<file path="src/rtl/apb_i2c_pkg.sv">
// Shared definitions for the APB register interface of the I2C core.
package apb_i2c_pkg;

  // Register byte offsets
  localparam int unsigned OFS_TXDATA   = 32'h00;
  localparam int unsigned OFS_RXDATA   = 32'h04;
  localparam int unsigned OFS_CFG      = 32'h08;
  localparam int unsigned OFS_TIMEOUT  = 32'h0C;
  localparam int unsigned OFS_STATUS   = 32'h10;
  localparam int unsigned OFS_IRQ_EN   = 32'h14;
  localparam int unsigned OFS_IRQ_STAT = 32'h18;

  // IRQ_STAT / IRQ_EN bit positions
  localparam int unsigned IRQ_TXE  = 0;
  localparam int unsigned IRQ_RXNE = 1;
  localparam int unsigned IRQ_ERR  = 2;
  localparam int unsigned IRQ_TMO  = 3;
  localparam int unsigned IRQ_W    = 4;

  // STATUS bit positions
  localparam int unsigned ST_TX_FULL  = 0;
  localparam int unsigned ST_RX_EMPTY = 1;
  localparam int unsigned ST_TX_EMPTY = 2;
  localparam int unsigned ST_ERR_LVL  = 3;

  typedef enum logic [1:0] {
    StIdle,
    StAccess,
    StWait
  } apb_state_e;

endpackage

</file>
<file path="src/rtl/apb_i2c_irq_ctrl.sv">
// Sticky interrupt status with edge detection, W1C clearing, masking and a registered irq.
module apb_i2c_irq_ctrl
  import apb_i2c_pkg::*;
(
  input  logic              PCLK,
  input  logic              PRESETn,
  input  logic              tx_empty,
  input  logic              rx_empty,
  input  logic              core_error,
  input  logic              tmo_set,
  input  logic              en_we,
  input  logic [IRQ_W-1:0]  en_wdata,
  input  logic              stat_w1c,
  input  logic [IRQ_W-1:0]  w1c_mask,
  output logic [IRQ_W-1:0]  irq_en,
  output logic [IRQ_W-1:0]  irq_stat,
  output logic              irq
);

  logic             tx_empty_q, rx_empty_q, core_error_q;
  logic [IRQ_W-1:0] en_q, en_d, stat_q, stat_d, set;
  logic             irq_q;

  // Event detection and next-state for the enable and sticky status registers
  always_comb begin
    set           = '0;
    set[IRQ_TXE]  = tx_empty & ~tx_empty_q;
    set[IRQ_RXNE] = ~rx_empty & rx_empty_q;
    set[IRQ_ERR]  = core_error & ~core_error_q;
    set[IRQ_TMO]  = tmo_set;
    // A new event in the same cycle as its W1C keeps the bit set
    stat_d = (stat_q & ~(stat_w1c ? w1c_mask : '0)) | set;
    en_d   = en_we ? en_wdata : en_q;
  end

  // State registers; irq follows the masked status one cycle later
  always_ff @(posedge PCLK or negedge PRESETn) begin
    if (!PRESETn) begin
      tx_empty_q   <= 1'b0;
      rx_empty_q   <= 1'b0;
      core_error_q <= 1'b0;
      en_q         <= '0;
      stat_q       <= '0;
      irq_q        <= 1'b0;
    end else begin
      tx_empty_q   <= tx_empty;
      rx_empty_q   <= rx_empty;
      core_error_q <= core_error;
      en_q         <= en_d;
      stat_q       <= stat_d;
      irq_q        <= |(stat_q & en_q);
    end
  end

  assign irq_en   = en_q;
  assign irq_stat = stat_q;
  assign irq      = irq_q;

endmodule

</file>
<file path="src/rtl/apb_i2c_regif.sv">
// APB3 slave register file for the I2C core with FIFO back-pressure and wait timeout.
module apb_i2c_regif
  import apb_i2c_pkg::*;
#(
  parameter int unsigned ADDR_W   = 8,
  parameter int unsigned DATA_W   = 32,
  parameter int unsigned CFG_W    = 14,
  parameter int unsigned TMO_W    = 14,
  parameter int unsigned WAIT_MAX = 16
) (
  input  logic              PCLK,
  input  logic              PRESETn,
  input  logic              PSEL,
  input  logic              PENABLE,
  input  logic              PWRITE,
  input  logic [ADDR_W-1:0] PADDR,
  input  logic [DATA_W-1:0] PWDATA,
  output logic [DATA_W-1:0] PRDATA,
  output logic              PREADY,
  output logic              PSLVERR,
  output logic [DATA_W-1:0] tx_wdata,
  output logic              tx_wr_en,
  input  logic              tx_full,
  input  logic              tx_empty,
  input  logic [DATA_W-1:0] rx_rdata,
  output logic              rx_rd_en,
  input  logic              rx_empty,
  input  logic              core_error,
  output logic [CFG_W-1:0]  i2c_cfg,
  output logic [TMO_W-1:0]  i2c_timeout,
  output logic              irq
);

  localparam int unsigned CNT_W = $clog2(WAIT_MAX + 1);

  localparam logic [ADDR_W-1:0] A_TX   = ADDR_W'(OFS_TXDATA);
  localparam logic [ADDR_W-1:0] A_RX   = ADDR_W'(OFS_RXDATA);
  localparam logic [ADDR_W-1:0] A_CFG  = ADDR_W'(OFS_CFG);
  localparam logic [ADDR_W-1:0] A_TMO  = ADDR_W'(OFS_TIMEOUT);
  localparam logic [ADDR_W-1:0] A_ST   = ADDR_W'(OFS_STATUS);
  localparam logic [ADDR_W-1:0] A_IEN  = ADDR_W'(OFS_IRQ_EN);
  localparam logic [ADDR_W-1:0] A_ISTA = ADDR_W'(OFS_IRQ_STAT);

  apb_state_e       state_q;
  logic [CNT_W-1:0] cnt_q;
  logic [CFG_W-1:0] cfg_q;
  logic [TMO_W-1:0] tmo_q;

  logic             active, hit_tx, hit_rx, hit_cfg, hit_tmo, hit_st, hit_ien, hit_ista;
  logic             bad, stall, timeout, wr_ok, rd_ok;
  logic [IRQ_W-1:0] irq_en, irq_stat, status;

  // Address decode, access classification and APB/FIFO outputs
  always_comb begin
    hit_tx   = (PADDR == A_TX);
    hit_rx   = (PADDR == A_RX);
    hit_cfg  = (PADDR == A_CFG);
    hit_tmo  = (PADDR == A_TMO);
    hit_st   = (PADDR == A_ST);
    hit_ien  = (PADDR == A_IEN);
    hit_ista = (PADDR == A_ISTA);
    // An abandoned transfer (PSEL or PENABLE dropped) never completes
    active  = PSEL & PENABLE & (state_q != StIdle);
    bad     = ~(hit_tx | hit_rx | hit_cfg | hit_tmo | hit_st | hit_ien | hit_ista)
              | (PWRITE & (hit_rx | hit_st)) | (~PWRITE & hit_tx);
    stall   = (PWRITE & hit_tx & tx_full) | (~PWRITE & hit_rx & rx_empty);
    timeout = stall & (cnt_q == CNT_W'(WAIT_MAX));
    PREADY  = active & (bad | ~stall | timeout);
    PSLVERR = active & (bad | timeout);
    wr_ok   = active & ~bad & ~stall & PWRITE;
    rd_ok   = active & ~bad & ~stall & ~PWRITE;
    tx_wr_en = wr_ok & hit_tx;
    rx_rd_en = rd_ok & hit_rx;
    tx_wdata = PWDATA;

    status              = '0;
    status[ST_TX_FULL]  = tx_full;
    status[ST_RX_EMPTY] = rx_empty;
    status[ST_TX_EMPTY] = tx_empty;
    status[ST_ERR_LVL]  = core_error;

    PRDATA = '0;
    if (rd_ok) begin
      case (PADDR)
        A_RX:    PRDATA = rx_rdata;
        A_CFG:   PRDATA = DATA_W'(cfg_q);
        A_TMO:   PRDATA = DATA_W'(tmo_q);
        A_ST:    PRDATA = DATA_W'(status);
        A_IEN:   PRDATA = DATA_W'(irq_en);
        A_ISTA:  PRDATA = DATA_W'(irq_stat);
        default: PRDATA = '0;
      endcase
    end
  end

  // APB transfer FSM with the stall counter
  always_ff @(posedge PCLK or negedge PRESETn) begin
    if (!PRESETn) begin
      state_q <= StIdle;
      cnt_q   <= '0;
    end else begin
      unique case (state_q)
        StIdle: begin
          cnt_q <= '0;
          if (PSEL && !PENABLE) state_q <= StAccess;
        end
        StAccess, StWait: begin
          if (!active || PREADY) begin
            state_q <= StIdle;
            cnt_q   <= '0;
          end else begin
            state_q <= StWait;
            cnt_q   <= cnt_q + CNT_W'(1);
          end
        end
        default: begin
          state_q <= StIdle;
          cnt_q   <= '0;
        end
      endcase
    end
  end

  // CFG and TIMEOUT registers; upper PWDATA bits are dropped
  always_ff @(posedge PCLK or negedge PRESETn) begin
    if (!PRESETn) begin
      cfg_q <= '0;
      tmo_q <= '0;
    end else begin
      if (wr_ok && hit_cfg) cfg_q <= PWDATA[CFG_W-1:0];
      if (wr_ok && hit_tmo) tmo_q <= PWDATA[TMO_W-1:0];
    end
  end

  assign i2c_cfg     = cfg_q;
  assign i2c_timeout = tmo_q;

  apb_i2c_irq_ctrl u_irq_ctrl (
    .PCLK       (PCLK),
    .PRESETn    (PRESETn),
    .tx_empty   (tx_empty),
    .rx_empty   (rx_empty),
    .core_error (core_error),
    .tmo_set    (active & timeout),
    .en_we      (wr_ok & hit_ien),
    .en_wdata   (PWDATA[IRQ_W-1:0]),
    .stat_w1c   (wr_ok & hit_ista),
    .w1c_mask   (PWDATA[IRQ_W-1:0]),
    .irq_en     (irq_en),
    .irq_stat   (irq_stat),
    .irq        (irq)
  );

endmodule

</file>
<file path="config.mk">
export PLATFORM = sky130hd
export DESIGN_NAME = apb_i2c_regif
export DESIGN_NICKNAME = d
export VERILOG_FILES = /design/src/rtl/apb_i2c_pkg.sv /design/src/rtl/apb_i2c_irq_ctrl.sv /design/src/rtl/apb_i2c_regif.sv
export SDC_FILE = /design/constraint.sdc
export NUM_CORES = 1
export LEC_CHECK = 0
export BUFFER_PORTS_ARGS = -buffer_cell sky130_fd_sc_hd__buf_2
export CORE_ASPECT_RATIO = 1.2
export CORE_MARGIN = 2
export CORE_UTILIZATION = 39
export CTS_CLUSTER_SIZE = 10
export DETAILED_ROUTE_END_ITERATION = 6
export PLACE_DENSITY = 0.76
export SYNTH_ARGS = -nofsm -noshare
export SYNTH_HDL_FRONTEND = slang
export SYNTH_HIERARCHICAL = 1
export SYNTH_SLANG_ARGS = --single-unit
</file>
<file path="constraint.sdc">
create_clock -name PCLK -period 2 [get_ports PCLK]
set_input_delay 0 -clock PCLK [delete_from_list [all_inputs] [get_ports PCLK]]
set_output_delay 0 -clock PCLK [all_outputs]
set_load 0.03 [all_outputs]
</file>
==> key figures <==
Run status
  – Run status: finished, violations left
  – Failing checks: negative setup slack

Routing
  – ANT nets after route: 0
  – Via count: 2629
  – Wirelength per Cell: 16.41 um
  – Routed wire length: 8271 um
  – Drt pass-1 iters: 4
  – Iter 0 DRT Violations: between 100 and 150
  – Drt via density: around 5.2
  – # DRC: 0

Placement
  – Port Buffers: roughly 140
  – Post-DP Area: 3543 sq um
  – Setup WS pre-CTS: -0.06646 ns
  – Placer Congestion: 0.9180
  – Post-detail-place hpwl: 5835 um

Logic synthesis
  – Main synth FF type: dfrtp_1
  – Synth Instances: between 200 and 300
  – Syn_nets: 363
  – Synth top area share: 0.4017
  – FFs w/ async S/R, synth: 1.000
  – Synth cell types: 42
  – Yosys top cell by area: dfrtp_1
  – #FFs+latches synth: 47
  – Sequential share of the synthesized area: 0.4017
  – Ys Warns: 6
  – Syn Std Cell Area: around 2900 sq um
  – Synth area leaders: dfrtp_1 (40%), mux2_2 (11%), buf_4 (8.7%)
  – Post-synth EDFFs: 0
  – Syn avg cell area: 10.53 sq um

Critical path
  – Worst endpoint required time: 2.00 ns
  – Type of the worst setup path: reg2out
  – Crit. End Element: primary output
  – Max FO, Critical Path: 6
  – Setup crit start kind: flip-flop
  – Critical Path AT: 2.03 ns

Global routing
  – Largest net degree at the start of global routing: 28
  – Gr usage total: 0.1965
  – Initial antenna violation count: 0
  – Vias in the first global route: roughly 2.7k
  – Total grt overflow: 0
  – First-pass GRT wire length: between 10000 and 15000 um

Clock network
  – Maximum clock insertion buffer count: 2
  – CTS Buf Count: 5
  – H-tree levels: 2
  – Clock latency at the later pin of the worst-skew pair: around 0.30 ns
  – Clock Sinks: 47
  – Clock transition at path regs: 0.07 ns
  – Root Buffer: clkbuf_8
  – CTS tree: done

Finish
  – Share of cells above drive strength 1: 0.5459
  – ANT cells: 0
  – Area delta synth->final: 36.79%
  – Multi-input gate area: 1503 sq um
  – # nets final: between 400 and 500
  – Final Instance Area: between 4000 and 5000 sq um
  – Register Area: 1176 sq um
  – Number of fill cells: 634

Pwr
  – P_int: 0.001456 W
  – Switching Share: 0.2736
  – Net switching power: 0.0005483 W
  – Worst IR Drop VDD: approximately 0.43 mV
  – Comb pwr share: 0.218
  – Sequential Power Share: 0.490
  – Clock power share: 0.292
  – Cell Pwr Density: 500.5 nW/um^2
  – Leakage: 2.162 nW

Run
  – Max-Cap Viols: 0

Timing
  – Tmin final: 2.032 ns
  – RSZ-0062 raised after global routing: yes
  – Setup-failing EPs final: 6
  – Final worst path period share: 1.016
  – Hold_ws: 0.00001161 ns
  – Setup TNS: -0.1156 ns
  – Worst Tran Pin Value: 0.5886 ns
  – Setup ws final: -0.03158 ns
  – Highest Clock Rate: 492.2 MHz
  – Hold Fails Final Rpt: 0
  – Max-slew violation count: 0
  – Skew final: ~0.012 ns
  – Relative slew slack: 0.6076

Floorplanning
  – Row cnt: 34
  – Core area: about 7300 sq um
  – Ports: between 150 and 200
  – Die ar.: 8219 sq um
  – Die span in x: a little over 80 um
  – Starting Density: 0.4025
  – Die Y: 98.92 um

Hold path
  – Tightest Hold Check Type: in2out
## registers in the layout, summed over array words and instances (netlist names)
signal and flops:
state_q 2, u_irq_ctrl/irq 1, u_irq_ctrl/tx_empty_q 1, cnt_q 5
u_irq_ctrl/core_error_q 1, i2c_cfg 14, u_irq_ctrl/irq_en 4, u_irq_ctrl/irq_stat 4
u_irq_ctrl/rx_empty_q 1, i2c_timeout 14
## synthesized netlist by cell type, drive strengths merged, types with 2 or more instances
cell type / n
a211oi: 5
a21oi: 6
a221oi: 4
a22o: 3
a22oi: 12
a31oi: 2
and3: 21
buf: 38
clkbuf: 10
dfrtp: 47
ha: 4
inv: 8
mux2: 46
mux2i: 4
nand2: 9
nand2b: 2
nand3: 5
nand3b: 3
nor2: 24
nor2b: 7
nor3: 2
o21ai: 2
xor2: 2
## cell families (layout without fill, tap and decap cells)
logic type	after synthesis	count (layout)	synth area share
AO/OA/AOI/OAI	39	39	0.09616
adder cells (fa/ha/maj)	4	4	0.01709
AND/OR/NAND/NOR	79	79	0.1487
flip-flops	47	47	0.4017
XOR/XNOR	3	3	0.008976
multiplexers	50	50	0.2034
buffers and inverters	56	192	0.1239
## worst max-delay path, stage by stage (launching register included)
cell      delay [ns]
dfrtp_1         0.37
inv_2           0.06
ha_4            0.16
nand3b_1        0.21
nor3_4          0.16
buf_6           0.13
o211ai_1        0.13
buf_4           0.23
nor2_1          0.13
buf_4           0.17
## path summary, 6_finish.rpt
check,startpoint,end,slack (ns),depth (start not counted)
hold reg to reg,cnt_q[0],cnt_q[0],0.50,1
min in group asynchronous,PRESETn,i2c_cfg[8],0.23,2
setup reg to reg,state_q[1],i2c_timeout[2],0.04,8
max in group asynchronous,PRESETn,u_irq_ctrl/irq_en[3],1.07,3
hold / removal,PWDATA[29],tx_wdata[29],0.00001,0
setup / recovery,state_q[1],PRDATA[9],-0.03,9
## per-layer routing
| layer | GRT usage | part of all wire | vias to the layer above |
|---|---|---|---|
| met2 | 0.3710 | 0.53 | 125 |
| met5 | 0 | 0 | - |
| met4 | 0.05927 | 0.017 | 0 |
| met1 | 0.2223 | 0.39 | 1268 |
| li1 | - | - | 1224 |
| met3 | 0.03853 | 0.058 | 12 |
## cells in the final DEF, fill, tap and decap left out, types with 2 or more instances in the layout
cell / count
a22o_1: 3
nand3b_1: 3
a31oi_1: 2
o21ai_0: 2
xor2_1: 2
buf_4: 26
inv_1: 6
inv_2: 2
clkbuf_8: 6
nor3_4: 2
buf_2: 127
mux2_4: 10
ha_1: 3
nand2_1: 8
mux2i_1: 4
mux2_1: 7
nor2b_1: 7
dfrtp_1: 47
nand3_1: 5
nor2_4: 6
mux2_2: 29
nand2b_1: 2
nor2_1: 18
buf_12: 2
a22oi_1: 12
a21oi_1: 6
buf_6: 6
and3_1: 21
a221oi_1: 4
a211oi_2: 4
dlygate4sd3_1: 15
## metrics by stage
| step | total power, W | util | std cells |
|---|---|---|---|
| after global placement | 0.001337 | 0.4871 | 474 |
| after floorplan | 0.001263 | - | 278 |
| after global routing | 0.002100 | 0.5506 | 504 |
| final | 0.002005 | 0.5506 | 504 |
| after CTS | 0.001986 | 0.5373 | 503 |
| after detailed placement | 0.001348 | 0.4871 | 474 |
## area by class of cell
| type | instances | area share |
|---|---|---|
| clock buffers | 7 | 0.02156 |
| clock inverters | 1 | 0.002187 |
| inverters | 8 | 0.007498 |
| multi-input cells | 175 | 0.3752 |
| flip-flops and latches | 47 | 0.2937 |
| well taps | 90 | 0.02812 |
| repair buffers | 176 | 0.2718 |
## power groups by stage
stage	clock network (W)	logic (W)	registers, W
after global routing	0.000640	0.000476	0.000983
after floorplan	0	0.000254	0.00101
after detailed placement	0	0.000350	0.000998
final	0.000585	0.000438	0.000981
after global placement	0	0.000339	0.000998
after CTS	0.000608	0.000398	0.000979
## repair_timing
| item | in CTS | in global routing |
|---|---|---|
| pin swaps | 3 | 3 |
| resized for setup | 24 | 27 |
| buffers inserted | 5 | 1 |
| hold endpoints to repair | 53 | 0 |
| endpoints found under the setup margin | 62 | 59 |
| gates cloned | 1 | 0 |
| hold buffers | 15 | 0 |
Power figures use the tool's default switching activity.
